## src/rtl/tap_clk_ctl_apb_if.sv

```systemverilog
// APB3 bus bundle for the TAP clock control register block.
interface tap_clk_ctl_apb_if #(
    parameter int unsigned ADDR_W = 4
);
    logic              PSEL;
    logic              PENABLE;
    logic              PWRITE;
    logic [ADDR_W-1:0] PADDR;
    logic [31:0]       PWDATA;
    logic [31:0]       PRDATA;
    logic              PREADY;
    logic              PSLVERR;

    modport master (
        output PSEL, PENABLE, PWRITE, PADDR, PWDATA,
        input  PRDATA, PREADY, PSLVERR
    );

    modport slave (
        input  PSEL, PENABLE, PWRITE, PADDR, PWDATA,
        output PRDATA, PREADY, PSLVERR
    );
endinterface

```

## src/rtl/tap_clk_ctl_apb.sv

```systemverilog
// APB3 register block owning the TAP clock control word, with a glitch-safe gate/switch/settle
// sequence for divider changes. Optional sticky lock bit [31] enabled by TAP_CTL_LOCK_EN.
module tap_clk_ctl_apb #(
    parameter int unsigned ADDR_W      = 4,
    parameter int unsigned GATE_CYCLES = 120
) (
    input  logic                    CRCU_CLK,
    input  logic                    CRCU_RST_N,
    tap_clk_ctl_apb_if.slave        apb,
    output logic [31:0]             tap_clock_ctl_reg,
    output logic                    switch_busy
);
    localparam int unsigned CNT_W = $clog2(GATE_CYCLES + 1);
    localparam logic [CNT_W-1:0] CNT_LOAD = CNT_W'(GATE_CYCLES - 1);

    if (GATE_CYCLES < 1) begin : g_param_check
        $error("GATE_CYCLES must be at least 1");
    end

    typedef enum logic [1:0] {
        StIdle,
        StGateWait,
        StApply,
        StSettleWait
    } state_e;

    state_e            state_q, state_d;
    logic [CNT_W-1:0]  cnt_q, cnt_d;
    logic [4:0]        out_q, out_d;     // active word driven to the generator
    logic [4:0]        shadow_q, shadow_d;
    logic              lock_bit;

    logic [ADDR_W-1:0] paddr;
    logic              access;
    logic              is_ctl;
    logic              is_status;
    logic [2:0]        wr_sel;
    logic              ctl_wr_err;
    logic              wr_err;
    logic              ctl_we;
    logic              unused_bits;

    assign paddr       = apb.PADDR;
    assign access      = apb.PSEL & apb.PENABLE;
    assign is_ctl      = (paddr[3:2] == 2'b00);
    assign is_status   = (paddr[3:2] == 2'b01);
    assign wr_sel      = apb.PWDATA[2:0];
    assign switch_busy = (state_q != StIdle);

`ifdef TAP_CTL_LOCK_EN
    logic lock_q, lock_d;
    assign lock_bit = lock_q;
`else
    assign lock_bit = 1'b0;
`endif

    assign ctl_wr_err  = (wr_sel > 3'd4) | switch_busy | lock_bit;
    assign wr_err      = is_ctl ? ctl_wr_err : 1'b1;
    assign ctl_we      = access & apb.PWRITE & is_ctl & ~ctl_wr_err;
    assign unused_bits = ^{apb.PADDR, apb.PWDATA};

    assign apb.PREADY      = 1'b1;
    assign apb.PSLVERR     = access & apb.PWRITE & wr_err;
    assign tap_clock_ctl_reg = {lock_bit, 26'd0, out_q};

    always_comb begin
        apb.PRDATA = 32'd0;
        if (access && !apb.PWRITE) begin
            if (is_ctl) begin
                apb.PRDATA = {lock_bit, 26'd0, shadow_q};
            end else if (is_status) begin
                apb.PRDATA = {25'd0, out_q[2:0], 3'd0, switch_busy};
            end
        end
    end

    always_comb begin
        state_d  = state_q;
        cnt_d    = cnt_q;
        out_d    = out_q;
        shadow_d = shadow_q;
`ifdef TAP_CTL_LOCK_EN
        lock_d   = lock_q | (ctl_we & apb.PWDATA[31]);
`endif
        unique case (state_q)
            StIdle: begin
                if (ctl_we) begin
                    shadow_d = apb.PWDATA[4:0];
                    // Divider may only change freely when the TAP clock is not live.
                    if (wr_sel == out_q[2:0] || !out_q[3] || out_q[4]) begin
                        out_d = apb.PWDATA[4:0];
                    end else begin
                        out_d[4] = 1'b1;
                        cnt_d    = CNT_LOAD;
                        state_d  = StGateWait;
                    end
                end
            end
            StGateWait: begin
                if (cnt_q == '0) begin
                    out_d[2:0] = shadow_q[2:0];
                    state_d    = StApply;
                end else begin
                    cnt_d = cnt_q - CNT_W'(1);
                end
            end
            StApply: begin
                cnt_d   = CNT_LOAD;
                state_d = StSettleWait;
            end
            StSettleWait: begin
                if (cnt_q == '0) begin
                    out_d[4:3] = shadow_q[4:3];
                    state_d    = StIdle;
                end else begin
                    cnt_d = cnt_q - CNT_W'(1);
                end
            end
            default: state_d = StIdle;
        endcase
    end

    always_ff @(posedge CRCU_CLK or negedge CRCU_RST_N) begin
        if (!CRCU_RST_N) begin
            state_q  <= StIdle;
            cnt_q    <= '0;
            out_q    <= '0;
            shadow_q <= '0;
        end else begin
            state_q  <= state_d;
            cnt_q    <= cnt_d;
            out_q    <= out_d;
            shadow_q <= shadow_d;
        end
    end

`ifdef TAP_CTL_LOCK_EN
    always_ff @(posedge CRCU_CLK or negedge CRCU_RST_N) begin
        if (!CRCU_RST_N) begin
            lock_q <= 1'b0;
        end else begin
            lock_q <= lock_d;
        end
    end
`endif

endmodule
```

## src/flat_wrapper.sv

```systemverilog
// flat-port wrapper written by rule: the top's interface ports become plain ports
module tap_clk_ctl_apb_flat 
#(
    parameter int unsigned ADDR_W      = 4,
    parameter int unsigned GATE_CYCLES = 120
)
  (CRCU_CLK, CRCU_RST_N, tap_clock_ctl_reg, switch_busy, apb_PSEL, apb_PENABLE, apb_PWRITE, apb_PADDR, apb_PWDATA, apb_PRDATA, apb_PREADY, apb_PSLVERR);
  tap_clk_ctl_apb_if #(.ADDR_W(ADDR_W)) apb_i ();
  input  logic CRCU_CLK;
  input  logic CRCU_RST_N;
  output logic [31:0] tap_clock_ctl_reg;
  output logic switch_busy;
  input wire logic [$bits(apb_i.PSEL)-1:0] apb_PSEL;
  input wire logic [$bits(apb_i.PENABLE)-1:0] apb_PENABLE;
  input wire logic [$bits(apb_i.PWRITE)-1:0] apb_PWRITE;
  input wire logic [$bits(apb_i.PADDR)-1:0] apb_PADDR;
  input wire logic [$bits(apb_i.PWDATA)-1:0] apb_PWDATA;
  output wire logic [$bits(apb_i.PRDATA)-1:0] apb_PRDATA;
  output wire logic [$bits(apb_i.PREADY)-1:0] apb_PREADY;
  output wire logic [$bits(apb_i.PSLVERR)-1:0] apb_PSLVERR;
  assign apb_i.PSEL = apb_PSEL;
  assign apb_i.PENABLE = apb_PENABLE;
  assign apb_i.PWRITE = apb_PWRITE;
  assign apb_i.PADDR = apb_PADDR;
  assign apb_i.PWDATA = apb_PWDATA;
  assign apb_PRDATA = apb_i.PRDATA;
  assign apb_PREADY = apb_i.PREADY;
  assign apb_PSLVERR = apb_i.PSLVERR;
  tap_clk_ctl_apb #(.ADDR_W(ADDR_W), .GATE_CYCLES(GATE_CYCLES)) u_core (.CRCU_CLK(CRCU_CLK), .CRCU_RST_N(CRCU_RST_N), .apb(apb_i), .tap_clock_ctl_reg(tap_clock_ctl_reg), .switch_busy(switch_busy));
endmodule
```

## config.mk

```make
export PLATFORM = sky130hd
export DESIGN_NAME = tap_clk_ctl_apb_flat
export DESIGN_NICKNAME = d
export VERILOG_FILES = /design/src/rtl/tap_clk_ctl_apb_if.sv /design/src/rtl/tap_clk_ctl_apb.sv /design/src/flat_wrapper.sv
export SDC_FILE = /design/constraint.sdc
export NUM_CORES = 1
export LEC_CHECK = 0
export CORE_ASPECT_RATIO = 1.5
export CORE_MARGIN = 2
export CORE_UTILIZATION = 25
export CTS_CLUSTER_SIZE = 24
export DETAILED_ROUTE_END_ITERATION = 12
export SLEW_MARGIN = 20
export SYNTH_ARGS = -nofsm -noshare
export SYNTH_HDL_FRONTEND = slang
export SYNTH_SLANG_ARGS = --single-unit
```

## constraint.sdc

```tcl
create_clock -name CRCU_CLK -period 2.6 [get_ports CRCU_CLK]
set_clock_uncertainty 0.1 [all_clocks]
set_input_delay 0.52 -clock CRCU_CLK [delete_from_list [all_inputs] [get_ports CRCU_CLK]]
set_output_delay 0.52 -clock CRCU_CLK [all_outputs]
set_load 0.05 [all_outputs]
```

==> flow_metrics.tcl, run 1 <==
set metrics [dict create \
    cap_violations 0 \
    drtIter0Drc 18 \
    yosysWarnings 0 \
    drive_gt1_frac 0.2163 \
    fillers 689 \
    clk_latency_ns 0.26 \
    cts_sinks 19 \
    synth_edf_count 0 \
    cts_made_buffers 3 \
    worstPathArrival_ns 1.91 \
    critical_path_buf_inv_count 2 \
    num_vias 1175 \
    final_nets 257 \
    cts_tree "yes" \
    io-pin-count 108 \
    die_w_microns 70.99 \
    crit_chain "clkdlybuf4s50_1 > nand2_1 > or3_4 > nor2_2 > and2_1 > buf_12" \
    yosysUniqueCellTypes 43 \
    setup_viol 0 \
    cp_max_fo 3 \
    crit_slowest_cell "clkdlybuf4s50_1" \
    run_status "complete, no violations" \
    fp-row-count 36 \
    drc 0 \
    avgSynthCellArea_sq_um 9.454 \
    final_common_cell "conb_1" \
    max_freq_mhz 395.6 \
    fin_cells 284 \
    worstSetupPathType "in -> out" \
    antenna_found_initial 0 \
    ant_nets 0 \
    grt_max_degree 20 \
    cp-end-kind "primary output" \
    cts_hold_buf 0 \
    required_ns 1.98 \
    gr-total-overflow 0 \
    vias_per_cell 4.137 \
    synth_flop_cell "dfrtp_1" \
    hold_viol 0 \
    die_y_microns 104.5 \
    die-area_sq_um 7417 \
    yosys_register_bits 19 \
    yosysSeqAreaShare 0.2825 \
    core_area_sq_um 6486 \
    ctsRootBufferMaster "clkbuf_8" \
    first_global_vias 1125 \
    clockBufferDepth 2 \
    dpl.cell_count 280 \
    syn2layout_area_growth_pct 17.92 \
    antenna_cells 0 \
    worstHoldPathType "reg -> reg" \
    path_delay_family "simple AND/OR/NAND/NOR gates" \
    track_usage 0.08520 \
    grt_pass1_wl_microns 5064 \
    syn_area_sq_um 1683 \
    finalCriticalPeriod_ns 2.528 \
    final_area_sq_um 1984 \
    ir_drop_uv 157.2 \
    whs_ns 0.4311 \
    placed_area_sq_um 1931 \
    hpwlAfterDp_microns 2631 \
    power_density_nw_per_um2 369.6 \
    worstMarginPinSlew_ns 0.5146 \
    slew_headroom 0.6559 \
    p_leak_nw 0.9593 \
    routabilityCongestion 0.7479 \
    start_util 0.2595 \
    clk_pin_slew_ns 0.07 \
    avgRoutedWirePerCell_microns 11.51 \
    dr.pass1.iters 4 \
    multi_input_area_sq_um 975.9 \
    slew_violations 0 \
    synth_cells 178 \
    final_core_util 0.3059 \
    max_stage_delay_ns 0.49 \
    postRouteWirelength_microns 3270 \
    h-tree-depth 1 \
    cts_setup_buffers 0 \
    startpoint_type "primary input" \
    period_share 0.9722 \
    synthArstFlopShare 1.000 \
    layout_common_cells "53 x conb_1, 19 x dfrtp_1, 16 x clkdlybuf4s50_1" \
    portBuffers 25 \
    seq_area_sq_um 475.5 \
]
-- path summary, 6_finish.rpt --
kind                                     from                 end  slack, ns  cells after the start
setup / recovery                     apb_PSEL       apb_PRDATA[1]       0.07                      6
min in group asynchronous          CRCU_RST_N     u_core.out_q[1]       0.50                      2
hold reg to reg            u_core.shadow_q[1]  u_core.shadow_q[1]       0.43                      1
setup reg to reg            u_core.state_q[0]     u_core.cnt_q[6]       0.45                      7
max in group asynchronous          CRCU_RST_N     u_core.cnt_q[0]       1.69                      2
hold / removal             u_core.shadow_q[1]  u_core.shadow_q[1]       0.43                      1
-- state kept, by name, summed over array words and instances (netlist names) --
name             cells
u_core.out_q         5
u_core.state_q       2
u_core.cnt_q         7
u_core.shadow_q      5
-- area by class of cell --
class / instances / share of cell area
sequential: 19 / 0.2396
tap: 76 / 0.04792
inverter: 7 / 0.01324
multi-input combinational: 148 / 0.4918
clock buffer: 3 / 0.02081
timing repair buffer: 30 / 0.1841
clock inverter: 1 / 0.002522
-- worst reg2reg max path: stages (launching register included) --
cell,delay (ns)
dfrtp_1,0.40
inv_1,0.16
ha_1,0.45
and4_1,0.34
buf_4,0.18
a21o_2,0.20
a21oi_1,0.08
a41oi_1,0.16
-- report_power, final --
part           leakage [nW]  switching (mW)  internal, mW
Clock                0.0255           0.102         0.107
Sequential            0.245        0.000674         0.296
Combinational         0.689           0.197        0.0309
-- cells in the mapped netlist (all sizes together) (2+ instances only) --
master,count,share of area
a21oi,11,0.042
a31oi,5,0.019
and2,3,0.011
and3,3,0.012
buf,54,0.24
conb,2,0.0045
dfrtp,19,0.28
ha,7,0.052
inv,7,0.016
mux2,12,0.089
mux2i,2,0.012
nand2,6,0.013
nand2b,2,0.0074
nor2,13,0.029
nor3,2,0.0059
o21ai,6,0.025
xor2,3,0.016
-- cell families after synthesis --
family | Yosys count | share of synthesized area
other cells | 2 | 0.004463
buf+inv | 62 | 0.2587
flops | 19 | 0.2825
fa+ha+maj | 7 | 0.05204
xor+xnor | 3 | 0.01562
mux | 14 | 0.1011
compound gates | 34 | 0.1643
simple gates | 37 | 0.1212
-- stage by stage --
stage          setup WS [ns]  setup TNS (ns)  power, mW
3_5_place_dp        -0.01561        -0.03547     0.5286
6_report             0.07223               0     0.7335
2_1_floorplan         0.3165               0     0.5506
3_3_place_gp        0.004632               0     0.5283
5_1_grt            -0.003174       -0.003174     0.7574
4_1_cts             0.005855               0     0.7428
-- metal layers --
layer / routed length, microns / track usage
met4: 29 / 0.03235
met5: 0 / 0
met1: 1193 / 0.08000
met3: 302 / 0.02229
met2: 1745 / 0.1682
-- what timing repair did --
action	in CTS	in global routing
resized for setup	1	1
setup endpoints to repair	3	4
pin swaps	0	1
Power figures use the tool's default switching activity.
==> run 2: changes to the inputs <==
--- a/config.mk
+++ b/config.mk
@@ -5,11 +5,13 @@
 export SDC_FILE = /design/constraint.sdc
 export NUM_CORES = 1
 export LEC_CHECK = 0
+export ABC_CLOCK_PERIOD_IN_PS = 2600
 export CORE_ASPECT_RATIO = 1.5
 export CORE_MARGIN = 2
 export CORE_UTILIZATION = 25
 export CTS_CLUSTER_SIZE = 24
 export DETAILED_ROUTE_END_ITERATION = 12
+export DONT_BUFFER_PORTS = 1
 export SLEW_MARGIN = 20
 export SYNTH_ARGS = -nofsm -noshare
 export SYNTH_HDL_FRONTEND = slang
==> flow_metrics.tcl, run 2 (same netlist as run 1, synthesis figures left out) <==
set metrics [dict create \
    crit_chain "inv_1 > ha_1 > inv_1 > buf_4" \
    worstPathArrival_ns 1.74 \
    dp_slack_ns 0.3829 \
    ctsRootBufferMaster "clkbuf_8" \
    avgRoutedWirePerCell_microns 11.47 \
    final_nets 238 \
    regMostFlops "u_core.cnt_q" \
    drtIter0Drc 56 \
    cts_tree "yes" \
    gr-total-overflow 0 \
    hold_viol 0 \
    finalPower_uw 700.7 \
    cts_sinks 19 \
    track_usage 0.08142 \
    cp-end-kind "primary output" \
    power_density_nw_per_um2 413.0 \
    io-pin-count 108 \
    slew_violations 0 \
    max_stage_delay_ns 0.47 \
    portBuffers 0 \
    vias_per_cell 4.238 \
    core_area_sq_um 6486 \
    num_vias 1123 \
    rsz0062_at_grt "no" \
    cp_max_fo 8 \
    grt_pass1_wl_microns 4761 \
    startpoint_type "flop" \
    cpMostUsedCell "inv_1" \
    hpwlAfterDp_microns 2472 \
    setup_ws_ns 0.2351 \
    ir_drop_uv 167.4 \
    clk_latency_ns 0.25 \
    routabilityCongestion 0.7802 \
    reg.largest.list "u_core.cnt_q x7, u_core.out_q x5, u_core.shadow_q x5" \
    slew_headroom 0.4148 \
    final_core_util 0.2616 \
    max_freq_mhz 422.8 \
    worstHoldPathType "in -> reg" \
    crit_slowest_cell "ha_1" \
    layout_common_cells "53 x conb_1, 19 x dfrtp_1, 13 x nor2_1" \
    die_y_microns 104.5 \
    setup_viol 0 \
    antenna_found_initial 0 \
    clockBufferDepth 2 \
    grt_max_degree 20 \
    die_w_microns 70.99 \
    fillers 693 \
    dr.pass1.iters 4 \
    run_status "complete, no violations" \
    postRouteWirelength_microns 3040 \
    worstMarginPinSlew_ns 0.8750 \
    die-area_sq_um 7417 \
    first_global_vias 976 \
    cap_violations 0 \
    p_leak_nw 0.8595 \
    syn2layout_area_growth_pct 0.8180 \
    final_common_cell "conb_1" \
    largest_reg_flops 7 \
    fin_cells 265 \
    required_ns 1.98 \
    fin_setup_tns_ns 0 \
    dpl.cell_count 260 \
    cts_setup_buffers 0 \
    fp-row-count 36 \
    ctsResizeCount 0 \
    cts_made_buffers 3 \
    clk_pin_slew_ns 0.07 \
    cts_hold_buf 1 \
    drive_gt1_frac 0.2063 \
    worstSetupPathType "reg -> out" \
    h-tree-depth 1 \
    period_share 0.9096 \
    finalCriticalPeriod_ns 2.365 \
    antenna_cells 0 \
    start_util 0.2595 \
    ant_nets 0 \
    drc 0 \
]
## run 2: worst max-delay path, delay by kind of cell, from the launching register on
kind / cells / cell delay, ns
fa+ha+maj: 1 / 0.47
buf+inv: 3 / 0.62
flops: 1 / 0.40
## run 2: area by class of cell
class,instances,area [sq um],share of cell area
Multi-Input combinational cell,148,968.4,0.5708
Sequential cell,19,475.5,0.2802
Tap cell,76,95.09,0.05605
Timing Repair Buffer,11,85.08,0.05015
Clock buffer,3,41.29,0.02434
Inverter,7,26.28,0.01549
Clock inverter,1,5.005,0.002950
## run 2: power breakdown
group	internal, mW	total (mW)	switching, mW
logic	0.0111	0.199	0.187
registers	0.296	0.296	0.000210
clock network	0.107	0.206	0.0993
total	0.414	0.701	0.287
## run 2: final timing paths
| path | cells past startpoint | start | slack, ns | endpoint |
|---|---|---|---|---|
| hold / removal | 1 | apb_PWDATA[3] | 0.31 | u_core.shadow_q[3] |
| min in group asynchronous | 1 | CRCU_RST_N | 0.72 | u_core.shadow_q[2] |
| setup reg to reg | 7 | u_core.state_q[0] | 0.39 | u_core.cnt_q[6] |
| setup / recovery | 4 | u_core.state_q[0] | 0.24 | switch_busy |
| hold reg to reg | 1 | u_core.shadow_q[1] | 0.43 | u_core.shadow_q[1] |
| max in group asynchronous | 1 | CRCU_RST_N | 1.14 | u_core.cnt_q[4] |
## run 2: routing by layer
metal	vias up	routed length [microns]	global-route usage
li1	531	-	-
met1	516	1089	0.08105
met2	71	1569	0.1509
met3	5	346	0.03004
met4	0	34	0.02830
met5	-	0	0
## run 2: per-stage QoR
stage / cell area, sq um / hold WS (ns)
2_1_floorplan: 1879 / 0.1244
3_3_place_gp: 1640 / 0.1250
3_5_place_dp: 1640 / 0.1249
4_1_cts: 1697 / 0.3038
5_1_grt: 1697 / 0.3036
6_report: 1697 / 0.3110
==> run 3: changes to the inputs <==
--- a/config.mk
+++ b/config.mk
@@ -12,6 +12,7 @@
 export CTS_CLUSTER_SIZE = 24
 export DETAILED_ROUTE_END_ITERATION = 12
 export DONT_BUFFER_PORTS = 1
+export GPL_TIMING_DRIVEN = 1
 export SLEW_MARGIN = 20
 export SYNTH_ARGS = -nofsm -noshare
 export SYNTH_HDL_FRONTEND = slang
==> results of run 3 <==
Same layout as run 2: the final DEF is identical, and so are final timing and power.
